--- src/rtl/serial_bit_feeder_pkg.sv ---
// Shared definitions for the serial bit feeder: FSM state encoding and
// parameter range limits used to size the internal counters.
package serial_bit_feeder_pkg;

    typedef enum logic [1:0] {
        ST_IDLE  = 2'd0,
        ST_SHIFT = 2'd1,
        ST_GAP   = 2'd2
    } feeder_state_t;

    localparam int WIDTH_MIN = 2;
    localparam int WIDTH_MAX = 32;
    localparam int GAP_MIN   = 0;
    localparam int GAP_MAX   = 15;

    // Counter widths cover the full legal parameter ranges.
    localparam int BIT_CNT_W = $clog2(WIDTH_MAX);
    localparam int GAP_CNT_W = $clog2(GAP_MAX + 1);

endpackage

--- src/rtl/serial_bit_feeder_if.sv ---
// Upstream parallel-word handshake into the serial bit feeder.
interface serial_bit_feeder_if #(
    parameter int WIDTH = 8
);
    logic [WIDTH-1:0] din;
    logic             din_valid;
    logic             din_ready;

    modport master (output din, output din_valid, input din_ready);
    modport slave  (input din, input din_valid, output din_ready);
endinterface

--- src/rtl/serial_bit_feeder_shift_reg.sv ---
// Parallel-load, one-bit-per-cycle shift register; the serial output is the
// bit at the end the word leaves from (MSB or LSB).
module serial_shift_reg #(
    parameter int WIDTH     = 8,
    parameter bit MSB_FIRST = 1'b1
) (
    input  logic             clk,
    input  logic             srst,
    input  logic             load,
    input  logic             shift_en,
    input  logic [WIDTH-1:0] din,
    output logic             dout
);
    logic [WIDTH-1:0] data_reg;
    logic [WIDTH-1:0] data_shifted;

    // Each bit takes its neighbour on the far side from the output end.
    for (genvar gi = 0; gi < WIDTH; gi++) begin : g_bit
        if (MSB_FIRST) begin : g_msb
            if (gi == 0) begin : g_end
                assign data_shifted[gi] = 1'b0;
            end else begin : g_mid
                assign data_shifted[gi] = data_reg[gi-1];
            end
        end else begin : g_lsb
            if (gi == WIDTH - 1) begin : g_end
                assign data_shifted[gi] = 1'b0;
            end else begin : g_mid
                assign data_shifted[gi] = data_reg[gi+1];
            end
        end
    end

    always_ff @(posedge clk) begin
        if (srst) begin
            data_reg <= '0;
        end else if (load) begin
            data_reg <= din;
        end else if (shift_en) begin
            data_reg <= data_shifted;
        end
    end

    assign dout = MSB_FIRST ? data_reg[WIDTH-1] : data_reg[0];

endmodule

--- src/rtl/serial_bit_feeder.sv ---
// Serializes parallel words into a 1-bit stream with optional idle gaps
// between words; a one-word holding register decouples the upstream source.
module serial_bit_feeder
    import serial_bit_feeder_pkg::*;
#(
    parameter int WIDTH     = 8,
    parameter int GAP       = 0,
    parameter bit MSB_FIRST = 1'b1
) (
    input  logic                clk,
    input  logic                rst,
    serial_bit_feeder_if.slave  up,
    output logic                X,
    output logic                x_valid,
    output logic                busy,
    output logic [7:0]          words_sent
);
    feeder_state_t        state_reg, state_next;
    logic [WIDTH-1:0]     hold_reg;
    logic                 hold_full_reg;
    logic [BIT_CNT_W-1:0] bit_cnt_reg, bit_cnt_next;
    logic [GAP_CNT_W-1:0] gap_cnt_reg, gap_cnt_next;
    logic [7:0]           words_sent_reg;
    logic                 accept;
    logic                 load;
    logic                 shift_en;
    logic                 hold_clear;
    logic                 sent_inc;
    logic                 shift_out;

    // din_ready comes straight from the hold flag, so accept never races a reload.
    assign accept       = up.din_valid && !hold_full_reg;
    assign up.din_ready = !hold_full_reg;

    always_comb begin
        state_next   = state_reg;
        bit_cnt_next = bit_cnt_reg;
        gap_cnt_next = gap_cnt_reg;
        load         = 1'b0;
        shift_en     = 1'b0;
        hold_clear   = 1'b0;
        sent_inc     = 1'b0;
        unique case (state_reg)
            ST_IDLE: begin
                if (hold_full_reg) begin
                    load         = 1'b1;
                    hold_clear   = 1'b1;
                    bit_cnt_next = '0;
                    state_next   = ST_SHIFT;
                end
            end
            ST_SHIFT: begin
                shift_en     = 1'b1;
                bit_cnt_next = bit_cnt_reg + BIT_CNT_W'(1);
                if (bit_cnt_reg == BIT_CNT_W'(WIDTH - 1)) begin
                    sent_inc = 1'b1;
                    if (GAP > 0) begin
                        gap_cnt_next = '0;
                        state_next   = ST_GAP;
                    end else if (hold_full_reg) begin
                        load         = 1'b1;
                        hold_clear   = 1'b1;
                        bit_cnt_next = '0;
                    end else begin
                        state_next = ST_IDLE;
                    end
                end
            end
            ST_GAP: begin
                gap_cnt_next = gap_cnt_reg + GAP_CNT_W'(1);
                if (gap_cnt_reg == GAP_CNT_W'(GAP - 1)) begin
                    if (hold_full_reg) begin
                        load         = 1'b1;
                        hold_clear   = 1'b1;
                        bit_cnt_next = '0;
                        state_next   = ST_SHIFT;
                    end else begin
                        state_next = ST_IDLE;
                    end
                end
            end
            default: state_next = ST_IDLE;
        endcase
    end

    always_ff @(posedge clk) begin
        if (rst) begin
            state_reg      <= ST_IDLE;
            hold_reg       <= '0;
            hold_full_reg  <= 1'b0;
            bit_cnt_reg    <= '0;
            gap_cnt_reg    <= '0;
            words_sent_reg <= '0;
        end else begin
            state_reg   <= state_next;
            bit_cnt_reg <= bit_cnt_next;
            gap_cnt_reg <= gap_cnt_next;
            if (accept) begin
                hold_reg      <= up.din;
                hold_full_reg <= 1'b1;
            end else if (hold_clear) begin
                hold_full_reg <= 1'b0;
            end
            if (sent_inc) begin
                words_sent_reg <= words_sent_reg + 8'd1;
            end
        end
    end

    serial_shift_reg #(
        .WIDTH     (WIDTH),
        .MSB_FIRST (MSB_FIRST)
    ) u_shift (
        .clk      (clk),
        .srst     (rst),
        .load     (load),
        .shift_en (shift_en),
        .din      (hold_reg),
        .dout     (shift_out)
    );

    assign x_valid    = (state_reg == ST_SHIFT);
    assign X          = x_valid & shift_out;
    assign busy       = (state_reg != ST_IDLE) || hold_full_reg;
    assign words_sent = words_sent_reg;

endmodule

--- src/flat_wrapper.sv ---
// flat-port wrapper written by rule: the top's interface ports become plain ports
module serial_bit_feeder_flat import serial_bit_feeder_pkg::*;
#(
    parameter int WIDTH     = 8,
    parameter int GAP       = 0,
    parameter bit MSB_FIRST = 1'b1
)
  (clk, rst, X, x_valid, busy, words_sent, up_din, up_din_valid, up_din_ready);
  serial_bit_feeder_if #(.WIDTH(WIDTH)) up_i ();
  input  logic clk;
  input  logic rst;
  output logic X;
  output logic x_valid;
  output logic busy;
  output logic [7:0] words_sent;
  input wire logic [$bits(up_i.din)-1:0] up_din;
  input wire logic [$bits(up_i.din_valid)-1:0] up_din_valid;
  output wire logic [$bits(up_i.din_ready)-1:0] up_din_ready;
  assign up_i.din = up_din;
  assign up_i.din_valid = up_din_valid;
  assign up_din_ready = up_i.din_ready;
  serial_bit_feeder #(.WIDTH(WIDTH), .GAP(GAP), .MSB_FIRST(MSB_FIRST)) u_core (.clk(clk), .rst(rst), .up(up_i), .X(X), .x_valid(x_valid), .busy(busy), .words_sent(words_sent));
endmodule
--- config.mk ---
export PLATFORM = sky130hd
export DESIGN_NAME = serial_bit_feeder_flat
export DESIGN_NICKNAME = d
export VERILOG_FILES = /design/src/rtl/serial_bit_feeder_pkg.sv /design/src/rtl/serial_bit_feeder_if.sv /design/src/rtl/serial_bit_feeder_shift_reg.sv /design/src/rtl/serial_bit_feeder.sv /design/src/flat_wrapper.sv
export SDC_FILE = /design/constraint.sdc
export NUM_CORES = 1
export LEC_CHECK = 0
export ABC_AREA = 1
export ABC_CLOCK_PERIOD_IN_PS = 1500
export CELL_PAD_IN_SITES_DETAIL_PLACEMENT = 1
export CELL_PAD_IN_SITES_GLOBAL_PLACEMENT = 1
export CORE_MARGIN = 10
export CORE_UTILIZATION = 37
export CTS_CLUSTER_SIZE = 25
export DETAILED_ROUTE_END_ITERATION = 8
export PLACE_DENSITY_LB_ADDON = 0.1
export REMOVE_ABC_BUFFERS = 1
export SYNTH_ARGS = -nofsm -noshare
export SYNTH_HDL_FRONTEND = slang
export SYNTH_SLANG_ARGS = --single-unit
--- constraint.sdc ---
create_clock -name clk -period 1.5 [get_ports clk]
set_clock_uncertainty 0.15 [all_clocks]
set_input_delay 0.45 -clock clk [delete_from_list [all_inputs] [get_ports clk]]
set_output_delay 0.45 -clock clk [all_outputs]
set_load 0.005 [all_outputs]
==> flow_metrics.py, run 1 <==
metrics = {
    "status": {
        "outcome": "finished with violations",
        "violations": "negative setup slack",
    },
    "synth": {
        "yosys_warnings": 0,
        "synth_top_area_frac": 0.435,
        "ys_top_cells_by_area": "dfxtp_1 43%, nand2_1 14%, nor2_1 9.2%",
        "synth_top_area_cell": "dfxtp_1",
        "synth_seq_area_share": 0.435,
        "syn_avg_cell_area_sq_um": 7.07,
        "synthArstFlopShare": 0,
        "synth_ff_type": "dfxtp_1",
        "syn-cell-area_sq_mm": 0.00143,
        "muxShareOfSynthArea": 0,
        "synthAdderAreaFrac": 0.0175,
        "synth.most_common_cell": "nand2_1",
        "synthSimpleGateAreaFrac": 0.367,
        "synth_compound_area_frac": 0.0911,
        "synth.distinct_cells": 25,
        "synthXorXnorAreaFrac": 0.0123,
        "syn_inst": 202,
        "synth_top_family_by_area": "simple AND/OR/NAND/NOR gates",
        "ys_ff_latch": 31,
        "synth_commonest_cells": "54 x nand2_1, 35 x nor2_1, 31 x dfxtp_1",
        "synth_edf_count": 0,
    },
    "place": {
        "gp_congestion": 0.784,
        "dp_hpwl_mm": 3.15,
        "placed_cells": 286,
        "io_buffer_count": 22,
    },
    "clock_network": {
        "clkSlewWorstSetupHoldPaths_ns": 0.07,
        "clockBufferDepth": 2,
        "clk_latency_ns": 0.28,
        "h-tree-depth": 2,
        "cts.root.buffer_cell": "clkbuf_8",
        "cts.sinks": 31,
        "ctsHoldBuffers": 0,
        "cts_tree": "done",
        "cts_buffers": 5,
    },
    "power_and_ir_drop": {
        "ir_worst_vdd_v": 0.000434,
        "leakage_nw": 0.925,
        "power.density_mw_per_mm2": 932,
    },
    "detailed_routing": {
        "ant_nets": 0,
        "routed_wl_mm": 4.42,
        "via_per_inst": 4.89,
        "dr.pass1.iters": 4,
        "drc": 0,
        "avgRoutedWirePerCell_um": 14.7,
        "drtIter0Drc": 41,
        "route.vias.total": 1466,
    },
    "global_route": {
        "overflow": 0,
        "gr-usage-met1": 0.132,
        "grt_pass1_vias": 1515,
        "grt.busiest_layer": "met2",
        "use_met2": 0.251,
        "grt_pass1_wl_mm": 6.82,
        "gr-usage-met3": 0.0378,
        "antenna_found_initial": 0,
        "grt_max_degree": 22,
        "grt_util_all_layers": 0.129,
    },
    "sta": {
        "slew_headroom": 0.820,
        "setup_slack_ns": -0.0133,
        "rsz0062_at_grt": "true",
        "finalSetupViolCount": 1,
        "setup-tns-final_ns": -0.0133,
        "worstMarginPinSlew_ns": 0.269,
        "post-route-period-util": 1.01,
        "slew_violations": 0,
        "fin_crit_ns": 1.51,
        "hold_viol_final": 0,
        "max_freq_mhz": 661,
    },
    "worst_hold_path": {
        "hp-start": "u_core.hold_reg[0]",
        "hp-class": "register to register",
    },
    "floorplanning": {
        "ios": 23,
        "dieArea_sq_mm": 0.00674,
        "start_util": 0.387,
        "die_x_um": 82.1,
        "core-area_sq_mm": 0.00369,
        "rows": 22,
        "die_height_um": 82.1,
    },
    "worst_setup_path": {
        "crit_start": "u_core.hold_full_reg",
        "cp_max_fo": 3,
        "worstPathArrival_ns": 0.91,
        "cp.required_ns": 0.90,
        "crit_slowest_cell": "dfxtp_4",
        "r2r_start": "u_core.bit_cnt_reg[1]",
        "path_class": "register to primary output",
        "start_kind": "register",
        "endpoint_kind": "primary output",
        "crit_path_cell_trace": "nor2_4 > inv_2 > buf_6",
        "max_stage_delay_ns": 0.36,
    },
    "final_layout": {
        "drive_above_1_share": 0.246,
        "finish.utilization": 0.552,
        "final_cell_count_no_fill": 300,
        "diodes": 0,
        "nets": 264,
        "area_growth_pct": 42.5,
    },
    "flow_run": {
        "cap_violations": 0,
    },
}
report_power, final:
part | leakage [nW] | internal, mW | switching, mW
combinational | 0.618 | 0.129 | 0.147
sequential | 0.256 | 0.862 | 0.0298
clock | 0.0515 | 0.419 | 0.310
through the flow:
stage / cell area (sq um) / worst slack (ns) / hold WS [ns] / power (mW)
after CTS: 1950 / -0.109 / 0.338 / 1.88
after global placement: 1830 / -0.144 / 0.309 / 1.13
after floorplan: 1410 / 0.0692 / 0.284 / 1.01
after global routing: 2030 / -0.0558 / 0.354 / 1.98
after detailed placement: 1830 / -0.210 / 0.327 / 1.15
final: 2030 / -0.0133 / 0.333 / 1.90
critical path, delay by kind of cell, from the launching register on:
| kind | cells | cell delay, ns |
|---|---|---|
| buffers and inverters | 2 | 0.16 |
| flip-flops | 1 | 0.36 |
| AND/OR/NAND/NOR | 1 | 0.11 |
cell usage in the layout, fill, tap and decap left out, drive strengths merged:
master	n
nand4	1
clkdlybuf4s50	10
ha	2
inv	21
nor3	1
clkinvlp	1
a21oi	11
clkinv	1
nand3	19
nand2	58
o21a	1
clkbuf	8
o21ai	12
dlygate4sd2	8
xnor2	1
dfxtp	31
buf	26
nor2	39
xor2	1
cell type report:
class	count	area [sq um]
Fill cell	489	1650
Timing Repair Buffer	44	380
Multi-Input combinational cell	146	764
Sequential cell	31	634
Clock buffer	8	100
Tap cell	48	60.1
Inverter	23	95.1
per-layer routing:
| metal | wire length [um] | vias to the layer above |
|---|---|---|
| met4 | 71 | 0 |
| li1 | - | 733 |
| met5 | 0 | - |
| met3 | 156 | 6 |
| met2 | 2360 | 23 |
| met1 | 1830 | 704 |
kinds of logic after synthesis:
logic type                 count (synthesis)
buffers and inverters                     27
and+or+nand+nor                          116
AOI/OAI and AO/OA                         24
DFF                                       31
xor gates and xnor gates                   2
adders and majority gates                  2
timing repair:
| action | 4_1_cts | 5_1_grt |
|---|---|---|
| pin swaps | 1 | 9 |
| gates cloned | 0 | 2 |
| setup buffers | 2 | 2 |
| resized for setup | 29 | 20 |
| setup endpoints to repair | 18 | 26 |
worst paths after layout:
check | to | slack [ns] | depth (start not counted)
max | busy | -0.01 | 3
min | u_core.u_shift.data_reg[0] | 0.33 | 2
max reg2reg | u_core.u_shift.data_reg[6] | 0.03 | 9
min reg2reg | u_core.u_shift.data_reg[0] | 0.33 | 2
Note: power is estimated with default switching activity, not from simulation.
==> run 2, diff against run 1 <==
Settings changed: ABC_CLOCK_PERIOD_IN_PS 1500 to 1900, CORE_UTILIZATION 37 to 40.
Clock period 1.5 ns to 1.9 ns, I/O delays scaled along.
==> flow_metrics.py, run 2 (synthesized netlist as in run 1, its figures left out) <==
metrics = {
    "place": {
        "dpl_worst_slack_ns": 0.0853,
        "place_area_sq_mm": 0.00175,
        "gp_congestion": 0.713,
        "placed_cells": 273,
        "io_buffer_count": 22,
        "dp_hpwl_mm": 2.87,
    },
    "worst_setup_path": {
        "worstPathArrival_ns": 1.12,
        "crit_slowest_cell": "dfxtp_4",
        "r2r_end": "u_core.u_shift.data_reg[6]",
        "cp.required_ns": 1.18,
        "cp.depth": 3,
        "cpLargestDelayFamily": "flip-flops",
        "start_kind": "register",
        "max_stage_delay_ns": 0.38,
        "crit_path_cell_trace": "nor2_4 > inv_2 > dlygate4sd2_1",
        "r2r_start": "u_core.bit_cnt_reg[0]",
        "r2r_slack_ns": 0.35,
        "cp_max_fo": 4,
        "crit_start": "u_core.hold_full_reg",
        "rr_worst_depth": 9,
        "critical_path.endpoint": "busy",
        "endpoint_kind": "primary output",
        "path_class": "register to primary output",
        "crit_buf_inv": 2,
    },
    "global_route": {
        "overflow": 0,
        "grt_pass1_wl_mm": 6.76,
        "grt_util_all_layers": 0.133,
        "grt_pass1_vias": 1545,
        "antenna_found_initial": 0,
        "grt_max_degree": 22,
    },
    "sta": {
        "finalSetupViolCount": 0,
        "post-route-period-util": 0.970,
        "setup-tns-final_ns": 0,
        "slew_headroom": 0.841,
        "max_freq_mhz": 542,
        "fin_crit_ns": 1.84,
        "worstMarginPinSlew_ns": 0.237,
        "slew_violations": 0,
        "hold_viol_final": 0,
        "setup_slack_ns": 0.0562,
        "rsz0062_at_grt": "false",
    },
    "final_layout": {
        "nFillCells": 449,
        "layout_common_cells": "54 x nand2_1, 35 x nor2_1, 21 x dfxtp_1",
        "multi_input_area_sq_um": 702,
        "design_area_sq_mm": 0.00189,
        "regArea_sq_um": 641,
        "final_common_cell": "nand2_1",
        "diodes": 0,
        "area_growth_pct": 32.4,
        "drive_above_1_share": 0.189,
        "final_cell_count_no_fill": 289,
        "nets": 255,
    },
    "clock_network": {
        "ctsHoldBuffers": 0,
        "clk_latency_ns": 0.33,
        "cts.root.buffer_cell": "clkbuf_4",
        "cts_tree": "done",
        "clkSlewWorstSetupHoldPaths_ns": 0.09,
        "cts_buffers": 5,
        "cts.sinks": 31,
        "clockBufferDepth": 2,
        "h-tree-depth": 2,
    },
    "detailed_routing": {
        "avgRoutedWirePerCell_um": 13.6,
        "routed_wl_mm": 3.94,
        "route.vias.total": 1417,
        "drc": 0,
        "dr.pass1.iters": 4,
        "ant_nets": 0,
        "via_per_inst": 4.90,
        "drtIter0Drc": 35,
    },
    "floorplanning": {
        "dieArea_sq_mm": 0.00636,
        "rows": 21,
        "start_util": 0.421,
        "die_x_um": 79.7,
        "die_height_um": 79.7,
        "ios": 23,
        "core-area_sq_mm": 0.00339,
    },
    "power_and_ir_drop": {
        "power.density_mw_per_mm2": 701,
        "leakage_nw": 0.883,
        "ir_worst_vdd_v": 0.000474,
    },
    "flow_run": {
        "cap_violations": 0,
    },
    "status": {
        "outcome": "finished, final reports clean",
    },
    "worst_hold_path": {
        "hp-class": "register to register",
    },
}
run 2: per-stage QoR:
step	power, mW	util	hold slack [ns]
5_1_grt	1.40	0.558	0.367
6_report	1.32	0.558	0.346
3_5_place_dp	0.898	0.516	0.314
4_1_cts	1.35	0.557	0.350
3_3_place_gp	0.888	0.516	0.306
2_1_floorplan	0.800	-	0.284
run 2: area by class of cell:
cell class,instances,share of cell area
flip-flops and latches,31,0.339
well taps,46,0.0304
inverters,23,0.0463
multi-input cells,144,0.371
repair buffers,37,0.177
clock buffers,8,0.0364
run 2: routing by layer:
metal	GRT usage	share of wire	up-vias
met2	0.253	0.53	25
met3	0.0450	0.048	9
li1	-	-	712
met5	0	0	-
met1	0.123	0.40	671
met4	0.0669	0.019	0
run 2: worst min-delay path, stage by stage, from the launching register on:
cell	delay, ns
dfxtp_1	0.32
nor2_1	0.09
nor2_1	0.05
run 2: power by group:
part	total [mW]	internal, mW	switching, mW
logic	0.181	0.0813	0.0993
clock network	0.443	0.218	0.226
registers	0.701	0.677	0.0233
total	1.32	0.976	0.348
run 2: repair_timing:
item,in CTS,in global routing
buffers inserted,8,0
gates resized for setup,26,1
pin swaps,0,0
endpoints found under the setup margin,12,1
run 2: worst min-delay path by stage:
stage                                       to  depth (start not counted)                  startpoint
floorplan           u_core.u_shift.data_reg[0]                          2          u_core.hold_reg[0]
global placement    u_core.u_shift.data_reg[0]                          2  u_core.u_shift.data_reg[0]
detailed placement  u_core.u_shift.data_reg[0]                          2  u_core.u_shift.data_reg[0]
CTS                         u_core.hold_reg[5]                          2          u_core.hold_reg[5]
global route                u_core.hold_reg[1]                          2          u_core.hold_reg[1]
finish                      u_core.hold_reg[5]                          2          u_core.hold_reg[5]
